--- config.mk ---
export PLATFORM = sky130hd
export DESIGN_NAME = uart_tx_cfg
export DESIGN_NICKNAME = d
export VERILOG_FILES = /design/src/rtl/uart_pkg.sv /design/src/rtl/uart_baud_gen.sv /design/src/rtl/uart_tx_cfg.sv
export SDC_FILE = /design/constraint.sdc
export NUM_CORES = 1
export LEC_CHECK = 0
export BUFFER_PORTS_ARGS = -buffer_cell sky130_fd_sc_hd__buf_4
export CORE_ASPECT_RATIO = 0.5
export CORE_MARGIN = 2
export CORE_UTILIZATION = 59
export DETAILED_ROUTE_END_ITERATION = 6
export PLACE_DENSITY_LB_ADDON = 0.1
export SLEW_MARGIN = 25
export SYNTH_ARGS = -nofsm -noshare
export SYNTH_HDL_FRONTEND = slang
export SYNTH_SLANG_ARGS = --single-unit
--- constraint.sdc ---
create_clock -name clk -period 4 [get_ports clk]
set_input_delay 0.8 -clock clk [delete_from_list [all_inputs] [get_ports clk]]
set_output_delay 0.8 -clock clk [all_outputs]
set_load 0.005 [all_outputs]
--- src/rtl/uart_pkg.sv ---
// Shared types and constants for the configurable UART blocks.
package uart_pkg;

    // Smallest divisor accepted from cfg_div; anything below falls back to the default.
    localparam int unsigned MIN_DIV = 2;

    typedef enum logic [1:0] {
        PAR_NONE = 2'd0,
        PAR_EVEN = 2'd1,
        PAR_ODD  = 2'd2
    } parity_e;

    typedef enum logic [2:0] {
        IDLE   = 3'd0,
        START  = 3'd1,
        DATA   = 3'd2,
        PARITY = 3'd3,
        STOP   = 3'd4
    } tx_state_e;

    // Map the raw 2-bit parity field onto the parity mode; code 3 behaves as none.
    function automatic parity_e decode_parity(input logic [1:0] mode);
        parity_e p;
        case (mode)
            2'd1:    p = PAR_EVEN;
            2'd2:    p = PAR_ODD;
            default: p = PAR_NONE;
        endcase
        return p;
    endfunction

endpackage

--- src/rtl/uart_baud_gen.sv ---
// Baud divisor counter: counts 0..div-1 and flags the last cycle of each bit period.
module uart_baud_gen
    import uart_pkg::*;
#(
    parameter int unsigned DIV_WIDTH = 16
) (
    input  logic                 clk,
    input  logic                 rst,
    input  logic                 restart,
    input  logic [DIV_WIDTH-1:0] div,
    output logic                 tick_c
);

    logic [DIV_WIDTH-1:0] cnt_q;
    logic [DIV_WIDTH-1:0] cnt_d;

    // Tick on the final count of the bit period.
    always_comb begin
        tick_c = (cnt_q == (div - DIV_WIDTH'(1)));
    end

    // Next count: wrap after the tick, or jump back to zero when a frame is loaded.
    always_comb begin
        cnt_d = cnt_q + DIV_WIDTH'(1);
        if (restart || tick_c) begin
            cnt_d = '0;
        end
    end

    // Counter register with synchronous active-low reset.
    always_ff @(posedge clk) begin
        if (!rst) begin
            cnt_q <= '0;
        end else begin
            cnt_q <= cnt_d;
        end
    end

endmodule

--- src/rtl/uart_tx_cfg.sv ---
// Runtime-configurable UART transmitter with a one-entry holding buffer.
module uart_tx_cfg
    import uart_pkg::*;
#(
    parameter int unsigned DATA_WIDTH  = 8,
    parameter int unsigned DIV_WIDTH   = 16,
    parameter int unsigned DEFAULT_DIV = 5208
) (
    input  logic                  clk,
    input  logic                  rst,
    input  logic [DATA_WIDTH-1:0] s_axis_tdata,
    input  logic                  s_axis_tvalid,
    output logic                  s_axis_tready,
    input  logic [DIV_WIDTH-1:0]  cfg_div,
    input  logic [1:0]            cfg_parity,
    input  logic                  cfg_stop2,
    output logic                  tx_busy,
    output logic                  tx_wire
);

    localparam int unsigned BIT_W = (DATA_WIDTH > 1) ? $clog2(DATA_WIDTH) : 1;

    tx_state_e             state_q,    state_d;
    logic [DATA_WIDTH-1:0] buf_data_q, buf_data_d;
    logic                  buf_full_q, buf_full_d;
    logic                  tready_q,   tready_d;
    logic [DATA_WIDTH-1:0] shift_q,    shift_d;
    logic [BIT_W-1:0]      bit_idx_q,  bit_idx_d;
    logic                  stop_cnt_q, stop_cnt_d;
    logic [DIV_WIDTH-1:0]  div_q,      div_d;
    logic                  par_en_q,   par_en_d;
    logic                  par_bit_q,  par_bit_d;
    logic                  stop2_q,    stop2_d;
    logic                  busy_q,     busy_d;
    logic                  tx_wire_q,  tx_wire_d;

    logic                  tick_c;
    logic                  last_stop_c;
    logic                  load_c;
    logic [DIV_WIDTH-1:0]  eff_div_c;
    parity_e               par_mode_c;

    // Bit-period timing; restarted on every frame load so the start bit is full length.
    uart_baud_gen #(
        .DIV_WIDTH (DIV_WIDTH)
    ) u_baud (
        .clk     (clk),
        .rst     (rst),
        .restart (load_c),
        .div     (div_q),
        .tick_c  (tick_c)
    );

    // Frame configuration as it will be latched at the next load.
    always_comb begin
        eff_div_c  = (cfg_div >= DIV_WIDTH'(MIN_DIV)) ? cfg_div : DIV_WIDTH'(DEFAULT_DIV);
        par_mode_c = decode_parity(cfg_parity);
    end

    // A frame loads from IDLE, or straight out of the final stop period when the buffer is full.
    always_comb begin
        last_stop_c = (state_q == STOP) && tick_c && !(stop2_q && !stop_cnt_q);
        load_c      = buf_full_q && ((state_q == IDLE) || last_stop_c);
    end

    // Next-state, datapath and registered-output logic.
    always_comb begin
        state_d    = state_q;
        buf_data_d = buf_data_q;
        buf_full_d = buf_full_q;
        tready_d   = tready_q;
        shift_d    = shift_q;
        bit_idx_d  = bit_idx_q;
        stop_cnt_d = stop_cnt_q;
        div_d      = div_q;
        par_en_d   = par_en_q;
        par_bit_d  = par_bit_q;
        stop2_d    = stop2_q;
        busy_d     = busy_q;
        tx_wire_d  = tx_wire_q;

        // Holding buffer accept; tready is low whenever the buffer is full, so this never meets a load.
        if (s_axis_tvalid && tready_q) begin
            buf_data_d = s_axis_tdata;
            buf_full_d = 1'b1;
            tready_d   = 1'b0;
        end

        case (state_q)
            IDLE: begin
                tx_wire_d = 1'b1;
            end
            START: begin
                if (tick_c) begin
                    state_d   = DATA;
                    tx_wire_d = shift_q[0];
                    shift_d   = shift_q >> 1;
                    bit_idx_d = '0;
                end
            end
            DATA: begin
                if (tick_c) begin
                    if (bit_idx_q == BIT_W'(DATA_WIDTH - 1)) begin
                        if (par_en_q) begin
                            state_d   = PARITY;
                            tx_wire_d = par_bit_q;
                        end else begin
                            state_d    = STOP;
                            tx_wire_d  = 1'b1;
                            stop_cnt_d = 1'b0;
                        end
                    end else begin
                        bit_idx_d = bit_idx_q + BIT_W'(1);
                        tx_wire_d = shift_q[0];
                        shift_d   = shift_q >> 1;
                    end
                end
            end
            PARITY: begin
                if (tick_c) begin
                    state_d    = STOP;
                    tx_wire_d  = 1'b1;
                    stop_cnt_d = 1'b0;
                end
            end
            STOP: begin
                if (tick_c) begin
                    if (stop2_q && !stop_cnt_q) begin
                        stop_cnt_d = 1'b1;
                    end else if (!buf_full_q) begin
                        state_d   = IDLE;
                        busy_d    = 1'b0;
                        tx_wire_d = 1'b1;
                    end
                end
            end
            default: begin
                state_d   = IDLE;
                busy_d    = 1'b0;
                tx_wire_d = 1'b1;
            end
        endcase

        // Frame load: move the buffer into the shifter, latch config, drive the start bit.
        if (load_c) begin
            state_d    = START;
            shift_d    = buf_data_q;
            buf_full_d = 1'b0;
            tready_d   = 1'b1;
            div_d      = eff_div_c;
            par_en_d   = (par_mode_c != PAR_NONE);
            par_bit_d  = (^buf_data_q) ^ (par_mode_c == PAR_ODD);
            stop2_d    = cfg_stop2;
            bit_idx_d  = '0;
            stop_cnt_d = 1'b0;
            busy_d     = 1'b1;
            tx_wire_d  = 1'b0;
        end
    end

    // All state and outputs registered; synchronous active-low reset aborts any frame.
    always_ff @(posedge clk) begin
        if (!rst) begin
            state_q    <= IDLE;
            buf_data_q <= '0;
            buf_full_q <= 1'b0;
            tready_q   <= 1'b1;
            shift_q    <= '0;
            bit_idx_q  <= '0;
            stop_cnt_q <= 1'b0;
            div_q      <= DIV_WIDTH'(DEFAULT_DIV);
            par_en_q   <= 1'b0;
            par_bit_q  <= 1'b0;
            stop2_q    <= 1'b0;
            busy_q     <= 1'b0;
            tx_wire_q  <= 1'b1;
        end else begin
            state_q    <= state_d;
            buf_data_q <= buf_data_d;
            buf_full_q <= buf_full_d;
            tready_q   <= tready_d;
            shift_q    <= shift_d;
            bit_idx_q  <= bit_idx_d;
            stop_cnt_q <= stop_cnt_d;
            div_q      <= div_d;
            par_en_q   <= par_en_d;
            par_bit_q  <= par_bit_d;
            stop2_q    <= stop2_d;
            busy_q     <= busy_d;
            tx_wire_q  <= tx_wire_d;
        end
    end

    always_comb begin
        s_axis_tready = tready_q;
        tx_busy       = busy_q;
        tx_wire       = tx_wire_q;
    end

endmodule

==> impl_metrics.yaml <==
drt:
  first_pass_iters: 5
  vias_per_cell: 5.73
  final_antenna_net_count: 0
  drc: 0
  vias: 2919
  wl_per_cell_um: 14.5
  wl_um: 7400
  drt_iter0_markers: 140
synthesis:
  yosysWarnings: 0
  syn-mean-instance-area_um2: 8.09
  async_flop_share_pct: 0
  yosys_register_bits: 62
  synthFlopType: "dfxtp_1"
  synth_seq_area_share_pct: 37.7
  ys_types: 60
  synth_area_um2: 3290
  synth-edff-count: 0
  syn_inst: 407
  synth_nets: 442
sta:
  rsz0062_at_grt: "no"
  tightest_slew_ns: 0.942
  layout_min_cycle_time_ns: 3.33
  finalSetupViolations: 0
  min_period_over_period_pct: 83.4
  tns_ns: 0
  relSlewSlack_pct: 37.2
  hold_viol: 0
  hold_ws_ns: 0.455
  maxSlewViolCount: 0
  fmax_mhz: 300
  fin_skew_ns: 0.0105
global_route:
  grt_use_met2_pct: 42.2
  grt_pass1_vias: 2672
  met3_usage_pct: 9.52
  grt_max_degree: 28
  use_met1_pct: 32.2
  gr-total-overflow: 0
  grt_usage_pct: 26.3
  grt_pass1_wl_um: 12500
  busiest_layer: "met2"
  antenna_found_initial: 0
floorplan:
  dieWidth_um: 110
  start_util_pct: 60.5
  fp.dieH_um: 56.8
  dieArea_um2: 6230
  core.rowCount: 19
  coreArea_um2: 5440
  io_pins: 33
final_layout:
  final_layout_size_suffix_gt1_share_pct: 14.0
  layout_common_cells: "dfxtp_1, nand2_1, nor2_1, a21oi_1, buf_4"
  diodes: 0
  syn2layout_area_growth_pct: 14.2
  fill_cells: 452
  fin_util_pct: 69.1
  final_nets: 466
  layout_commonest_cell: "dfxtp_1"
power_and_ir_drop:
  leakage_nw: 1.44
  finalPower_w: 0.00157
  vdd.ir_drop.worst_mv: 0.296
  power_density_nw_per_um2: 417
min_path:
  hold_path_class: "flop to flop"
  whs_path_depth: 2
setup_path:
  crit_path_cell_trace: "inv_1, ha_1, or4b_1, o21ai_1, nand4_1, or4b_4, or2_1, o21a_1, nand2_2, and3b_1"
  crit_required_ns: 4.25
  path_class: "flop to flop"
  cp-start-kind: "flop"
  crit_arrival_ns: 3.58
  worstPathMaxFanout: 27
  r2r_cells: 10
  crit_path_max_incr_delay_ns: 0.55
  critPathSlowestCell: "or4b_4"
  endpoint_kind: "flop"
clock_network:
  cts.path.max_buffers: 2
  cts_root_buf: "clkbuf_8"
  cts_resized: 0
  hold_buffers: 0
  worstSkewPairLatency_ns: 0.36
  cts_tree: "yes"
  clkSlewWorstSetupHoldPaths_ns: 0.08
  numCtsBuffers: 9
  cts-htree-levels: 3
  cts_setup_buffers: 0
  clock_sinks: 62
placement:
  gp_congestion: 0.933
  place_hpwl_um: 5340
  portBuffers: 32
flow_run:
  maxCapViolCount: 0
status:
  outcome: "finished clean"
metal layers:
layer | up-vias | share of wire, % | wire, um
met5 | - | 0 | 0
met4 | 0 | 1.6 | 117
met3 | 12 | 5.0 | 370
met2 | 75 | 47 | 3490
met1 | 1355 | 46 | 3420
li1 | 1477 | - | -
registers in the layout, indices dropped and copies added, names as in the netlist:
signal         cells
buf_full_q         1
div_q             16
u_baud.cnt_q      16
state_q            3
stop2_q            1
tx_busy            1
par_bit_q          1
tx_wire            1
stop_cnt_q         1
shift_q            8
bit_idx_q          3
s_axis_tready      1
buf_data_q         8
par_en_q           1
cell families (layout without fill, tap and decap cells):
kind of cell / after synthesis / count (layout) / share of synthesized area [%]
flops: 62 / 62 / 37.7
compound gates: 87 / 87 / 16.3
mux: 3 / 3 / 0.950
xor+xnor: 43 / 43 / 11.9
fa+ha+maj: 5 / 5 / 1.90
simple gates: 180 / 180 / 27.3
buf+inv: 27 / 56 / 4.03
cell usage after synthesis, types with 4 or more instances:
cell type / count / share of area [%]
a21oi_1: 38 / 5.8
xnor2_1: 20 / 5.3
o21ai_1: 7 / 1.1
nand2b_1: 7 / 1.3
nor4_1: 4 / 0.76
a21boi_0: 6 / 1.4
o21ai_0: 11 / 1.7
inv_1: 6 / 0.68
ha_1: 5 / 1.9
nor2_1: 43 / 4.9
dfxtp_1: 62 / 38
nand3_1: 28 / 4.3
clkbuf_1: 10 / 1.1
a31oi_1: 4 / 0.76
xor2_1: 22 / 5.9
nor3_1: 12 / 1.8
nand2_1: 53 / 6.0
and3_1: 5 / 0.95
or3_1: 4 / 0.76
buf_2: 4 / 0.61
nand3b_1: 4 / 0.91
power by group:
group	internal (W)	switching, W	leakage (nW)
combinational	0.000102	0.000109	0.815
sequential	0.000654	0.0000432	0.506
clock	0.000410	0.000253	0.119
total	0.00117	0.000405	1.44
through the flow:
step | instances | setup slack (ns) | instance area, um^2
floorplan | 407 | 1.20 | 3290
global placement | 493 | 0.802 | 3530
detailed placement | 493 | 0.679 | 3530
CTS | 509 | 0.680 | 3760
global route | 509 | 0.471 | 3760
finish | 509 | 0.666 | 3760
final timing paths:
check                                 from          to  slack [ns]
worst min-delay path            shift_q[1]  shift_q[0]        0.46
worst min register to register  shift_q[1]  shift_q[0]        0.46
worst max register to register    div_q[0]  state_q[2]        0.67
worst max-delay path              div_q[0]  state_q[2]        0.67
area by class of cell:
class	count	area [um^2]	share of cell area, %
Clock inverter	7	113	2.99
Timing Repair Buffer	33	248	6.58
Tap cell	73	91.3	2.43
Sequential cell	62	1240	33.0
Inverter	7	26.3	0.698
Multi-Input combinational cell	318	1920	51.0
Clock buffer	9	124	3.29
worst max-delay path, delay by kind of cell (launching register included):
kind / cells / cell delay (ns)
flip-flops: 1 / 0.35
AND/OR/NAND/NOR: 6 / 1.90
AO/OA/AOI/OAI: 2 / 0.71
adder cells (fa/ha/maj): 1 / 0.19
buffers and inverters: 1 / 0.07
(Power assumes the default switching activity.)
